**config.mk**
```make
export PLATFORM = sky130hd
export DESIGN_NAME = pwm_duty_ramp_flat
export DESIGN_NICKNAME = d
export VERILOG_FILES = /design/src/rtl/pwm_duty_ramp_if.sv /design/src/rtl/pwm_duty_ramp.sv /design/src/flat_wrapper.sv
export SDC_FILE = /design/constraint.sdc
export NUM_CORES = 1
export LEC_CHECK = 0
export ABC_AREA = 1
export BUFFER_PORTS_ARGS = -buffer_cell sky130_fd_sc_hd__buf_2
export CAP_MARGIN = 30
export CORE_ASPECT_RATIO = 0.9
export CORE_MARGIN = 2
export CORE_UTILIZATION = 25
export DETAILED_ROUTE_END_ITERATION = 10
export SYNTH_ARGS = -nofsm -noshare
export SYNTH_HDL_FRONTEND = slang
export SYNTH_SLANG_ARGS = --single-unit
```
**constraint.sdc**
```tcl
create_clock -name CLK -period 5.8 [get_ports CLK]
set_input_delay 0.58 -clock CLK [delete_from_list [all_inputs] [get_ports CLK]]
set_output_delay 0.58 -clock CLK [all_outputs]
set_load 0.02 [all_outputs]
```
**src/rtl/pwm_duty_ramp_if.sv**
```systemverilog
// Target-write port for pwm_duty_ramp. The writer (master) holds its request
// and data stable until the ramp block (slave) accepts them.
interface pwm_duty_ramp_if #(
  parameter int BIT_LENGTH = 8
);
  logic                  WrValid;
  logic                  WrReady;
  logic [3:0]            WrChan;
  logic [BIT_LENGTH-1:0] WrDuty;
  logic                  WrImmediate;

  modport master (
    output WrValid,
    output WrChan,
    output WrDuty,
    output WrImmediate,
    input  WrReady
  );

  modport slave (
    input  WrValid,
    input  WrChan,
    input  WrDuty,
    input  WrImmediate,
    output WrReady
  );
endinterface

```
**src/rtl/pwm_duty_ramp.sv**
```systemverilog
// 16-channel duty ramp sequencer feeding the PWM comparator compare bus.
// Optional PWM_RAMP_SHADOW_EN adds a PeriodSync-loaded shadow bank in front of Cmps.
module pwm_duty_ramp #(
  parameter int BIT_LENGTH = 8,
  parameter int STEP       = 1,
  parameter int TICK_DIV   = 256
) (
  input  logic                     CLK,
  input  logic                     RST,
`ifdef PWM_RAMP_SHADOW_EN
  input  logic                     PeriodSync,
`endif
  pwm_duty_ramp_if.slave           wr,
  output logic [BIT_LENGTH*16-1:0] Cmps,
  output logic                     Busy
);

  localparam int PW = (TICK_DIV > 1) ? $clog2(TICK_DIV) : 1;
  localparam logic [PW-1:0] TICK_LAST = PW'(TICK_DIV - 1);
  localparam logic [BIT_LENGTH:0] STEP_EXT = (BIT_LENGTH + 1)'(STEP);

  generate
    if (TICK_DIV < 17) begin : g_bad_tick_div
      $error("pwm_duty_ramp: TICK_DIV must be at least 17");
    end
    if ((STEP < 1) || (STEP > (2 ** BIT_LENGTH) - 1)) begin : g_bad_step
      $error("pwm_duty_ramp: STEP must be in 1..2^BIT_LENGTH-1");
    end
  endgenerate

  typedef enum logic {
    IDLE,
    SCAN
  } state_t;

  state_t                state;
  state_t                state_next;
  logic [PW-1:0]         prescaler;
  logic                  tick;
  logic [3:0]            scan_idx;
  logic [BIT_LENGTH-1:0] cur [16];
  logic [BIT_LENGTH-1:0] tgt [16];
  logic                  wr_fire;
  logic [BIT_LENGTH-1:0] cur_sel;
  logic [BIT_LENGTH-1:0] tgt_sel;
  logic [BIT_LENGTH:0]   up_sum;
  logic [BIT_LENGTH:0]   dn_diff;
  logic [BIT_LENGTH-1:0] step_val;
  logic                  any_diff;

  assign tick       = (prescaler == TICK_LAST);
  assign wr.WrReady = (state == IDLE) && !tick;
  assign wr_fire    = wr.WrValid && wr.WrReady;

  always_ff @(posedge CLK) begin
    if (RST) begin
      prescaler <= '0;
    end else if (tick) begin
      prescaler <= '0;
    end else begin
      prescaler <= prescaler + PW'(1);
    end
  end

  always_ff @(posedge CLK) begin
    if (RST) begin
      state <= IDLE;
    end else begin
      state <= state_next;
    end
  end

  always_comb begin
    state_next = state;
    case (state)
      IDLE:    if (tick) state_next = SCAN;
      SCAN:    if (scan_idx == 4'd15) state_next = IDLE;
      default: state_next = IDLE;
    endcase
  end

  always_ff @(posedge CLK) begin
    if (RST) begin
      scan_idx <= 4'd0;
    end else if ((state == IDLE) && tick) begin
      scan_idx <= 4'd0;
    end else if (state == SCAN) begin
      scan_idx <= scan_idx + 4'd1;
    end
  end

  // One shared saturating step: the extra top bit catches underflow, and both
  // directions clamp to the target so a large STEP can never overshoot.
  always_comb begin
    cur_sel  = cur[scan_idx];
    tgt_sel  = tgt[scan_idx];
    up_sum   = {1'b0, cur_sel} + STEP_EXT;
    dn_diff  = {1'b0, cur_sel} - STEP_EXT;
    step_val = cur_sel;
    if (cur_sel < tgt_sel) begin
      step_val = (up_sum > {1'b0, tgt_sel}) ? tgt_sel : up_sum[BIT_LENGTH-1:0];
    end else if (cur_sel > tgt_sel) begin
      step_val = (dn_diff[BIT_LENGTH] || (dn_diff < {1'b0, tgt_sel}))
                 ? tgt_sel : dn_diff[BIT_LENGTH-1:0];
    end
  end

  // Writes only land in IDLE, so they never collide with the scan update.
  always_ff @(posedge CLK) begin
    if (RST) begin
      for (int n = 0; n < 16; n++) begin
        cur[n] <= '0;
        tgt[n] <= '0;
      end
    end else begin
      if (wr_fire) begin
        tgt[wr.WrChan] <= wr.WrDuty;
        if (wr.WrImmediate) begin
          cur[wr.WrChan] <= wr.WrDuty;
        end
      end
      if (state == SCAN) begin
        cur[scan_idx] <= step_val;
      end
    end
  end

  always_comb begin
    any_diff = 1'b0;
    for (int n = 0; n < 16; n++) begin
      any_diff = any_diff | (cur[n] != tgt[n]);
    end
  end

  always_ff @(posedge CLK) begin
    if (RST) begin
      Busy <= 1'b0;
    end else begin
      Busy <= any_diff;
    end
  end

`ifdef PWM_RAMP_SHADOW_EN
  logic [BIT_LENGTH-1:0] shadow [16];

  // Snapshot all live values at the comparator's period wrap.
  always_ff @(posedge CLK) begin
    if (RST) begin
      for (int n = 0; n < 16; n++) begin
        shadow[n] <= '0;
      end
    end else if (PeriodSync) begin
      for (int n = 0; n < 16; n++) begin
        shadow[n] <= cur[n];
      end
    end
  end

  for (genvar n = 0; n < 16; n++) begin : g_cmps
    assign Cmps[BIT_LENGTH*n +: BIT_LENGTH] = shadow[n];
  end
`else
  for (genvar n = 0; n < 16; n++) begin : g_cmps
    assign Cmps[BIT_LENGTH*n +: BIT_LENGTH] = cur[n];
  end
`endif

endmodule

```
**src/flat_wrapper.sv**
```systemverilog
// flat-port wrapper written by rule: the top's interface ports become plain ports
module pwm_duty_ramp_flat 
#(
  parameter int BIT_LENGTH = 8,
  parameter int STEP       = 1,
  parameter int TICK_DIV   = 256
)
  (CLK, RST, Cmps, Busy, wr_WrValid, wr_WrChan, wr_WrDuty, wr_WrImmediate, wr_WrReady);
  pwm_duty_ramp_if #(.BIT_LENGTH(BIT_LENGTH)) wr_i ();
  input  logic CLK;
  input  logic RST;
  output logic [BIT_LENGTH*16-1:0] Cmps;
  output logic Busy;
  input wire logic [$bits(wr_i.WrValid)-1:0] wr_WrValid;
  input wire logic [$bits(wr_i.WrChan)-1:0] wr_WrChan;
  input wire logic [$bits(wr_i.WrDuty)-1:0] wr_WrDuty;
  input wire logic [$bits(wr_i.WrImmediate)-1:0] wr_WrImmediate;
  output wire logic [$bits(wr_i.WrReady)-1:0] wr_WrReady;
  assign wr_i.WrValid = wr_WrValid;
  assign wr_i.WrChan = wr_WrChan;
  assign wr_i.WrDuty = wr_WrDuty;
  assign wr_i.WrImmediate = wr_WrImmediate;
  assign wr_WrReady = wr_i.WrReady;
  pwm_duty_ramp #(.BIT_LENGTH(BIT_LENGTH), .STEP(STEP), .TICK_DIV(TICK_DIV)) u_core (.CLK(CLK), .RST(RST), .wr(wr_i), .Cmps(Cmps), .Busy(Busy));
endmodule
```
After elaboration in Yosys (flattened, before gate mapping). Memories as Yosys holds them, arrays and structs flattened. A register that Yosys moved wholly into a read port is not among the register bits. Index checks and enable logic that the tools add are counted.

Flip-flop bits (word level): 14. Bits in writable memories: 256. Input bits: 16. Output and inout port bits: 130. Logic and storage cells: 90. Memories kept: 2.

Memories: u_core.cur (depth 16, bits a word 8, rd ports 17, clocked after memory_dff 1, wr ports 16, line pwm_duty_ramp.sv:41) `logic [BIT_LENGTH-1:0] cur [16];`; u_core.tgt (depth 16, bits a word 8, rd ports 17, clocked after memory_dff 1, wr ports 16, line pwm_duty_ramp.sv:42) `logic [BIT_LENGTH-1:0] tgt [16];`.

$add $sub $neg: 4. $lt $le $gt $ge: 4. Equality and inequality tests: 18. Muxes and demuxes: 32. Bitwise gates (word level): 16. Reduce and logical (&&, ||, !) cells: 10.

Operator list (count): inequality test 8 bit (16); two-way mux 8 bit (7); two-way mux 4 bit (7); OR reduction 8 bit (3); two-way mux 1 bit (17); bitwise OR 1 bit (15); adder 8 x 1 -> 9 bit, second input constant (1); > comparator 9 x 8 -> 1 bit (1); less-than comparator 9 x 8 -> 1 bit (1); subtractor 8 x 1 -> 9 bit, second input constant (1); adder 8 x 1 -> 8 bit, second input constant (1); == test 8 bit, second input constant (1); > comparator 8 bit (1); less-than comparator 8 bit (1); adder 4 x 1 -> 4 bit, second input constant (1); == test 4 bit, second input constant (1); OR reduction 2 bit (2); logical AND 1 bit (3); one-hot mux 1 bit (2 select lines) (1); zero test 1 bit (1); logical OR 1 bit (1); NOT 1 bit (1).

Depth between registers and ports, before layout. Gate-level depths: netlist (run 1).

Word-level depth: 16. Depth in mapped cells: 34. Mapped depth without buffers: 31.

Worst setup path before layout (run 1). No wires, ideal clock.

Kind: register -> register. Start point: register with a tool-made name. End point: memory u_core.cur[6][0], data pin. Setup time: 262 ps. Arrival time: 3403 ps. Data required time: 5538 ps. Path slack: 2135 ps. Stages on the path, launching flop included: 33. Cells stage by stage: dfxtp_1 -> buf_4 -> inv_2 -> buf_4 -> buf_6 -> o211ai_1 -> nand3_1 -> nand3_1 -> nand2_2 -> inv_2 -> ha_1 -> nand3_1 -> nor2_2 -> nand2_1 -> nand2_1 -> inv_1 -> ha_1 -> nand2_1 -> nor3_1 -> a21oi_1 -> nand2_1 -> nand2_1 -> nand3_1 -> a21oi_1 -> nor2_1 -> nand2_1 -> nand3_1 -> nand2_1 -> inv_1 -> nand2_1 -> o21ai_2 -> buf_4 -> nor2_1.

RTL lines (line): end, declared (pwm_duty_ramp.sv:41).

==> results of run 1 <==
-- critical path, stage by stage (launching register included) --
cell	delay, ps
dfxtp_4	370
clkinv_2	280
buf_4	500
o21ai_0	140
o21ai_0	440
o211ai_1	220
nand2_1	100
inv_1	180
ha_1	370
inv_1	40
nor2_1	80
nor2_1	50
o21ai_1	120
nand4_1	100
o2111ai_2	200
clkinv_1	190
nor2_2	360
inv_1	180
nand2_1	100
nand2_1	60
nand2_1	50
nand2_1	70
nand2_2	490
nor2_1	100
-- synth_stat cells, types with 2 or more instances --
| library cell | instances |
|---|---|
| o21ai_0 | 83 |
| inv_1 | 168 |
| nand4_1 | 21 |
| nand2_2 | 16 |
| nor3_2 | 9 |
| edfxtp_1 | 256 |
| xor2_1 | 28 |
| nand3_1 | 129 |
| nor3b_1 | 3 |
| o211ai_1 | 25 |
| clkinv_1 | 8 |
| nor2_1 | 347 |
| o221ai_1 | 12 |
| inv_2 | 7 |
| or2_2 | 6 |
| buf_6 | 9 |
| a31oi_1 | 2 |
| nor4_1 | 9 |
| ha_1 | 27 |
| clkbuf_1 | 26 |
| nor2_4 | 2 |
| dfxtp_1 | 18 |
| o22ai_1 | 5 |
| nand2_4 | 2 |
| nand3_2 | 5 |
| nand2_1 | 374 |
| a21oi_1 | 55 |
| buf_2 | 20 |
| nor3_1 | 26 |
| nor2_2 | 4 |
| o21ai_1 | 10 |
| buf_1 | 2 |
| xnor2_1 | 76 |
| buf_4 | 17 |
-- worst paths after layout --
kind	startpoint	to	slack [ps]	depth (start not counted)
worst min register to register	u_core.prescaler[0]	u_core.prescaler[0]	460	1
worst max register to register	flop	u_core.cur[0][4]	660	23
worst min-delay path	RST	u_core.Busy	270	2
worst max-delay path	flop	u_core.cur[0][4]	660	23
-- layout make-up --
class                   count  share of cell area [%]
multi-input cells        1286                   35.27
clock inverters            20                   1.435
flip-flops and latches    274                   43.98
clock buffers              36                   4.449
inverters                 183                   3.758
well taps                 836                   5.713
repair buffers            171                   5.398
-- cell families after synthesis --
group	count (synthesis)	share of synthesized area [%]
AO/OA/AOI/OAI	197	7.215
flip-flops	274	51.51
buffers and inverters	257	7.175
XOR/XNOR	104	5.830
adder cells (fa/ha/maj)	27	2.162
AND/OR/NAND/NOR	958	26.11
-- metal layers --
layer,GRT usage (%),vias to the layer above,share of wire [%]
li1,-,6297,-
met1,27.40,6838,42
met2,29.56,960,43
met3,3.398,135,11
met4,7.533,2,4.1
met5,0,-,0.017
-- registers in the layout (all words and copies together), names as in the netlist, named ones only --
name,count
u_core.prescaler,8
u_core.state,1
u_core.Busy,1
u_core.cur,128
u_core.scan_idx,4
u_core.tgt,128
-- power groups by stage --
stage	combinational, uW	sequential, uW	clock [uW]
6_report	427	2290	2100
3_5_place_dp	419	2330	0
2_1_floorplan	225	2330	0
4_1_cts	421	2290	2110
5_1_grt	458	2290	2200
3_3_place_gp	408	2330	0
-- per-stage QoR --
step | total power [uW] | hold slack [ps]
6_report | 4821 | 266.8
4_1_cts | 4823 | 244.9
5_1_grt | 4947 | 266.4
3_5_place_dp | 2750 | 442.9
2_1_floorplan | 2552 | 417.5
3_3_place_gp | 2738 | 428.2
==> flow_metrics.tcl, run 1 <==
set metrics [dict create \
    path_clk_slew_ps 60 \
    async_flop_share_pct 0 \
    area_growth_pct 17.19 \
    synth_area_per_cell_um2 8.599 \
    slew_headroom_pct 21.57 \
    clk-insertion-delay-late_ps 600 \
    leakage_uw 0.007594 \
    postCtsResizedCells 0 \
    drtIter0Drc 2083 \
    period_needed_ps 5141 \
    yosys-top-cells-area "edfxtp_1 (49%), nand2_1 (9.0%), nor2_1 (8.3%)" \
    cts_inserted_buffers 31 \
    syn-num-nets 1860 \
    grtUsageTotal_pct 19.43 \
    p_sw_share_pct 25.28 \
    ioPinCount 146 \
    seqCellArea_mm2 0.008053 \
    synth_ff_type "edfxtp_1" \
    placed_cells 2750 \
    postSynthCellCount 1817 \
    postCtsHoldBufs 0 \
    worst-setup-path-type "flop to flop" \
    rows 86 \
    die_w_um 267.5 \
    fmax_mhz 194.5 \
    seqPwrFrac_pct 47.5 \
    layout_common_cells "nand2_1 (374), nor2_1 (346), edfxtp_1 (256)" \
    dp_slack_ps 887.6 \
    antenna_left 0 \
    critPathMaxFanout 47 \
    routed_via_density 5.072 \
    outcome "finished, final reports clean" \
    multiInputGateArea_mm2 0.006457 \
    hp-class "input port to flop" \
    drcViolationCount 0 \
    rsz0062_at_grt "no" \
    fin_area_mm2 0.01831 \
    grt_pass1_vias 13210 \
    ir_drop_mv 0.1685 \
    crit_path_start_kind "flop" \
    fillers 6592 \
    p_int_uw 3602 \
    drt_pass1_iterations 7 \
    diodes 0 \
    coreArea_mm2 0.06155 \
    crit_arrival_ps 5440 \
    synth_edf_count 256 \
    synth_warnings 0 \
    grt_max_degree 74 \
    cap_violations 0 \
    yosys.cell_types.count 44 \
    post_cts_buffers 0 \
    syn_area_mm2 0.01562 \
    yosysTopAreaCell "edfxtp_1" \
    synth.yosys.seq_area_share_pct 51.51 \
    die_h_um 241.2 \
    slew_violations 0 \
    io_buffers 145 \
    ys_ff_latch 274 \
    final_common_cell "nand2_1" \
    grt.overflow.total 0 \
    setup_violations 0 \
    placed_area_mm2 0.01723 \
    root_buffer "clkbuf_16" \
    final_util_pct 29.75 \
    cts_sinks 274 \
    hold_viol 0 \
    netlist.area_leader.share_pct 49.20 \
    grt_pass1_wl_um 91370 \
    initial_core_util_pct 25.38 \
    cts_buffer_depth 3 \
    cts_tree "built" \
    hpwlAfterDp_um 48190 \
    fin_crit_sh_pct 88.64 \
    end_kind "flop" \
    worst_pin_slew_ps 1167 \
    p_clk_share_pct 43.6 \
    fin_skew_ps 28.32 \
    fin_tns_setup_ps 0 \
    place_congestion 0.9390 \
    finalWirelength_um 64390 \
    htreeDepth 1 \
    antenna_found_initial 3 \
    switchingPower_uw 1219 \
    crit_required_ps 6100 \
    die_area_mm2 0.06451 \
    combPwrFrac_pct 8.9 \
    wl_per_cell_um 22.95 \
    p_per_area_mw_per_mm2 263.3 \
    vias 14230 \
    num-nets-final 1990 \
    fin_cells 2806 \
    fin_ws_ps 658.8 \
    layout-drive-gt1-share_pct 14.37 \
]
Power figures use the tool's default switching activity.
==> run 2: changes to the inputs <==
--- a/config.mk
+++ b/config.mk
@@ -10,8 +10,9 @@
 export CAP_MARGIN = 30
 export CORE_ASPECT_RATIO = 0.9
 export CORE_MARGIN = 2
-export CORE_UTILIZATION = 25
+export CORE_UTILIZATION = 60
 export DETAILED_ROUTE_END_ITERATION = 10
+export PLACE_DENSITY_LB_ADDON = 0.25
 export SYNTH_ARGS = -nofsm -noshare
 export SYNTH_HDL_FRONTEND = slang
 export SYNTH_SLANG_ARGS = --single-unit
==> run 2 against run 1 <==
  * Final cell count is 17% lower
  * Critical path type unchanged
  * Non-clock buffer count is 3 higher
  * Wire length fell by 16%
  * Worst hold slack better by 36 ps
  * Setup slack improved by 130 ps
  * Power down 3.7%
  * Combinational power down 2%
  * Flip-flop and latch count stayed put
==> flow_metrics.tcl, run 2 (same netlist as run 1, synthesis figures left out) <==
set metrics [dict create \
    leakage_uw 0.007570 \
    wl_met3_um 9002 \
    path_clk_slew_ps 60 \
    placed_cells 2265 \
    coreArea_mm2 0.02585 \
    drt_pass1_iterations 6 \
    clk-insertion-delay-late_ps 580 \
    vias 14290 \
    htreeDepth 1 \
    die_w_um 174.1 \
    wl_met2_um 22200 \
    reg_top3 "u_core.cur (128), u_core.tgt (128), u_core.prescaler (8)" \
    io_buffers 145 \
    seqCellArea_mm2 0.008053 \
    postCtsResizedCells 0 \
    finalWirelength_um 54280 \
    drcViolationCount 0 \
    cts_tree "built" \
    hp-class "input port to flop" \
    fillers 2114 \
    grtUsageTotal_pct 39.25 \
    rsz0062_at_grt "no" \
    crit_required_ps 6200 \
    slew_violations 0 \
    worst_pin_slew_ps 1156 \
    hpwlAfterDp_um 39710 \
    final_common_cell "nand2_1" \
    grt_max_degree 70 \
    m1WireLength_um 20160 \
    wl_per_cell_um 23.42 \
    grt_pass1_vias 13030 \
    highest_layer "met4" \
    ir_drop_mv 0.2528 \
    layout_common_cells "nand2_1 (374), nor2_1 (346), edfxtp_1 (256)" \
    cp_top_family "simple AND/OR/NAND/NOR gates" \
    slowest_delay_ps 590 \
    rows 56 \
    cap_violations 0 \
    die_h_um 157.1 \
    fmax_mhz 199.6 \
    antenna_found_initial 0 \
    grt.overflow.total 0 \
    outcome "finished, final reports clean" \
    drtIter0Drc 2221 \
    grt_pass1_wl_um 79250 \
    antenna_left 0 \
    cts_buffer_depth 3 \
    fin_tns_setup_ps 0 \
    die_area_mm2 0.02735 \
    fin_cells 2317 \
    end_kind "flop" \
    setup_violations 0 \
    root_buffer "clkbuf_16" \
    num-nets-final 1990 \
    postCtsHoldBufs 0 \
    initial_core_util_pct 60.43 \
    area_growth_pct 13.09 \
    cts_inserted_buffers 28 \
    critPathMaxFanout 59 \
    crit_path_top_delay_cell "dfxtp_4" \
    layout-drive-gt1-share_pct 14.07 \
    cp.buffers_inverters 4 \
    fin_crit_sh_pct 86.36 \
    diodes 0 \
    ioPinCount 146 \
    cts_sinks 274 \
    hold_viol 0 \
    period_needed_ps 5009 \
    crit_arrival_ps 5410 \
    slew_headroom_pct 22.21 \
    p_per_area_mw_per_mm2 262.8 \
    fin_ws_ps 790.9 \
    place_congestion 1.065 \
    routed_via_density 6.165 \
    post_cts_buffers 0 \
    multiInputGateArea_mm2 0.006457 \
    worst-setup-path-type "flop to flop" \
    worst_path_most_repeated_cell "nand2_1" \
    fin_skew_ps 16.86 \
    dp_slack_ps 1017 \
    crit_path_start_kind "flop" \
]
[run 2: cell count changes in the layout (fill, tap and decap cells not counted), moves of 2 or more]
cell and delta:
bufinv_16 -3, buf_16 -3, clkinv_2 -7, clkbuf_1 +2, buf_12 +6, clkbuf_8 +3
clkinv_1 +3
[run 2: metal layers]
layer,vias to the layer above,track usage [%]
met5,-,0
met4,0,17.65
met2,1218,56.80
li1,6295,-
met1,6564,54.46
met3,208,12.25
[run 2: area by class of cell]
type                            count  area share (%)
Clock buffer                       40           4.745
Multi-Input combinational cell   1286           36.55
Tap cell                          348           2.464
Inverter                          183           3.888
Clock inverter                     12          0.9277
Sequential cell                   274           45.58
Timing Repair Buffer              174           5.849
[run 2: power breakdown]
| group | total, uW | switching, uW | internal, uW |
|---|---|---|---|
| combinational | 419 | 297 | 121 |
| clock | 1940 | 800 | 1140 |
| sequential | 2280 | 64.1 | 2220 |
[run 2: path summary, 6_finish.rpt]
kind,start,end,slack (ps),depth (start not counted)
max,flop,u_core.cur[9][6],790,28
min,RST,u_core.Busy,300,2
max reg2reg,flop,u_core.cur[9][6],790,28
min reg2reg,u_core.prescaler[0],u_core.prescaler[0],450,1
[run 2: metrics by stage]
stage	cell area (um2)	utilization, %	total power [uW]	hold WS, ps
3_3_place_gp	16640	64.34	2714	433.2
4_1_cts	17670	68.34	4616	284.2
2_1_floorplan	15620	-	2552	417.5
6_report	17670	68.34	4642	302.7
5_1_grt	17670	68.34	4737	290.8
3_5_place_dp	16670	64.46	2722	453.3
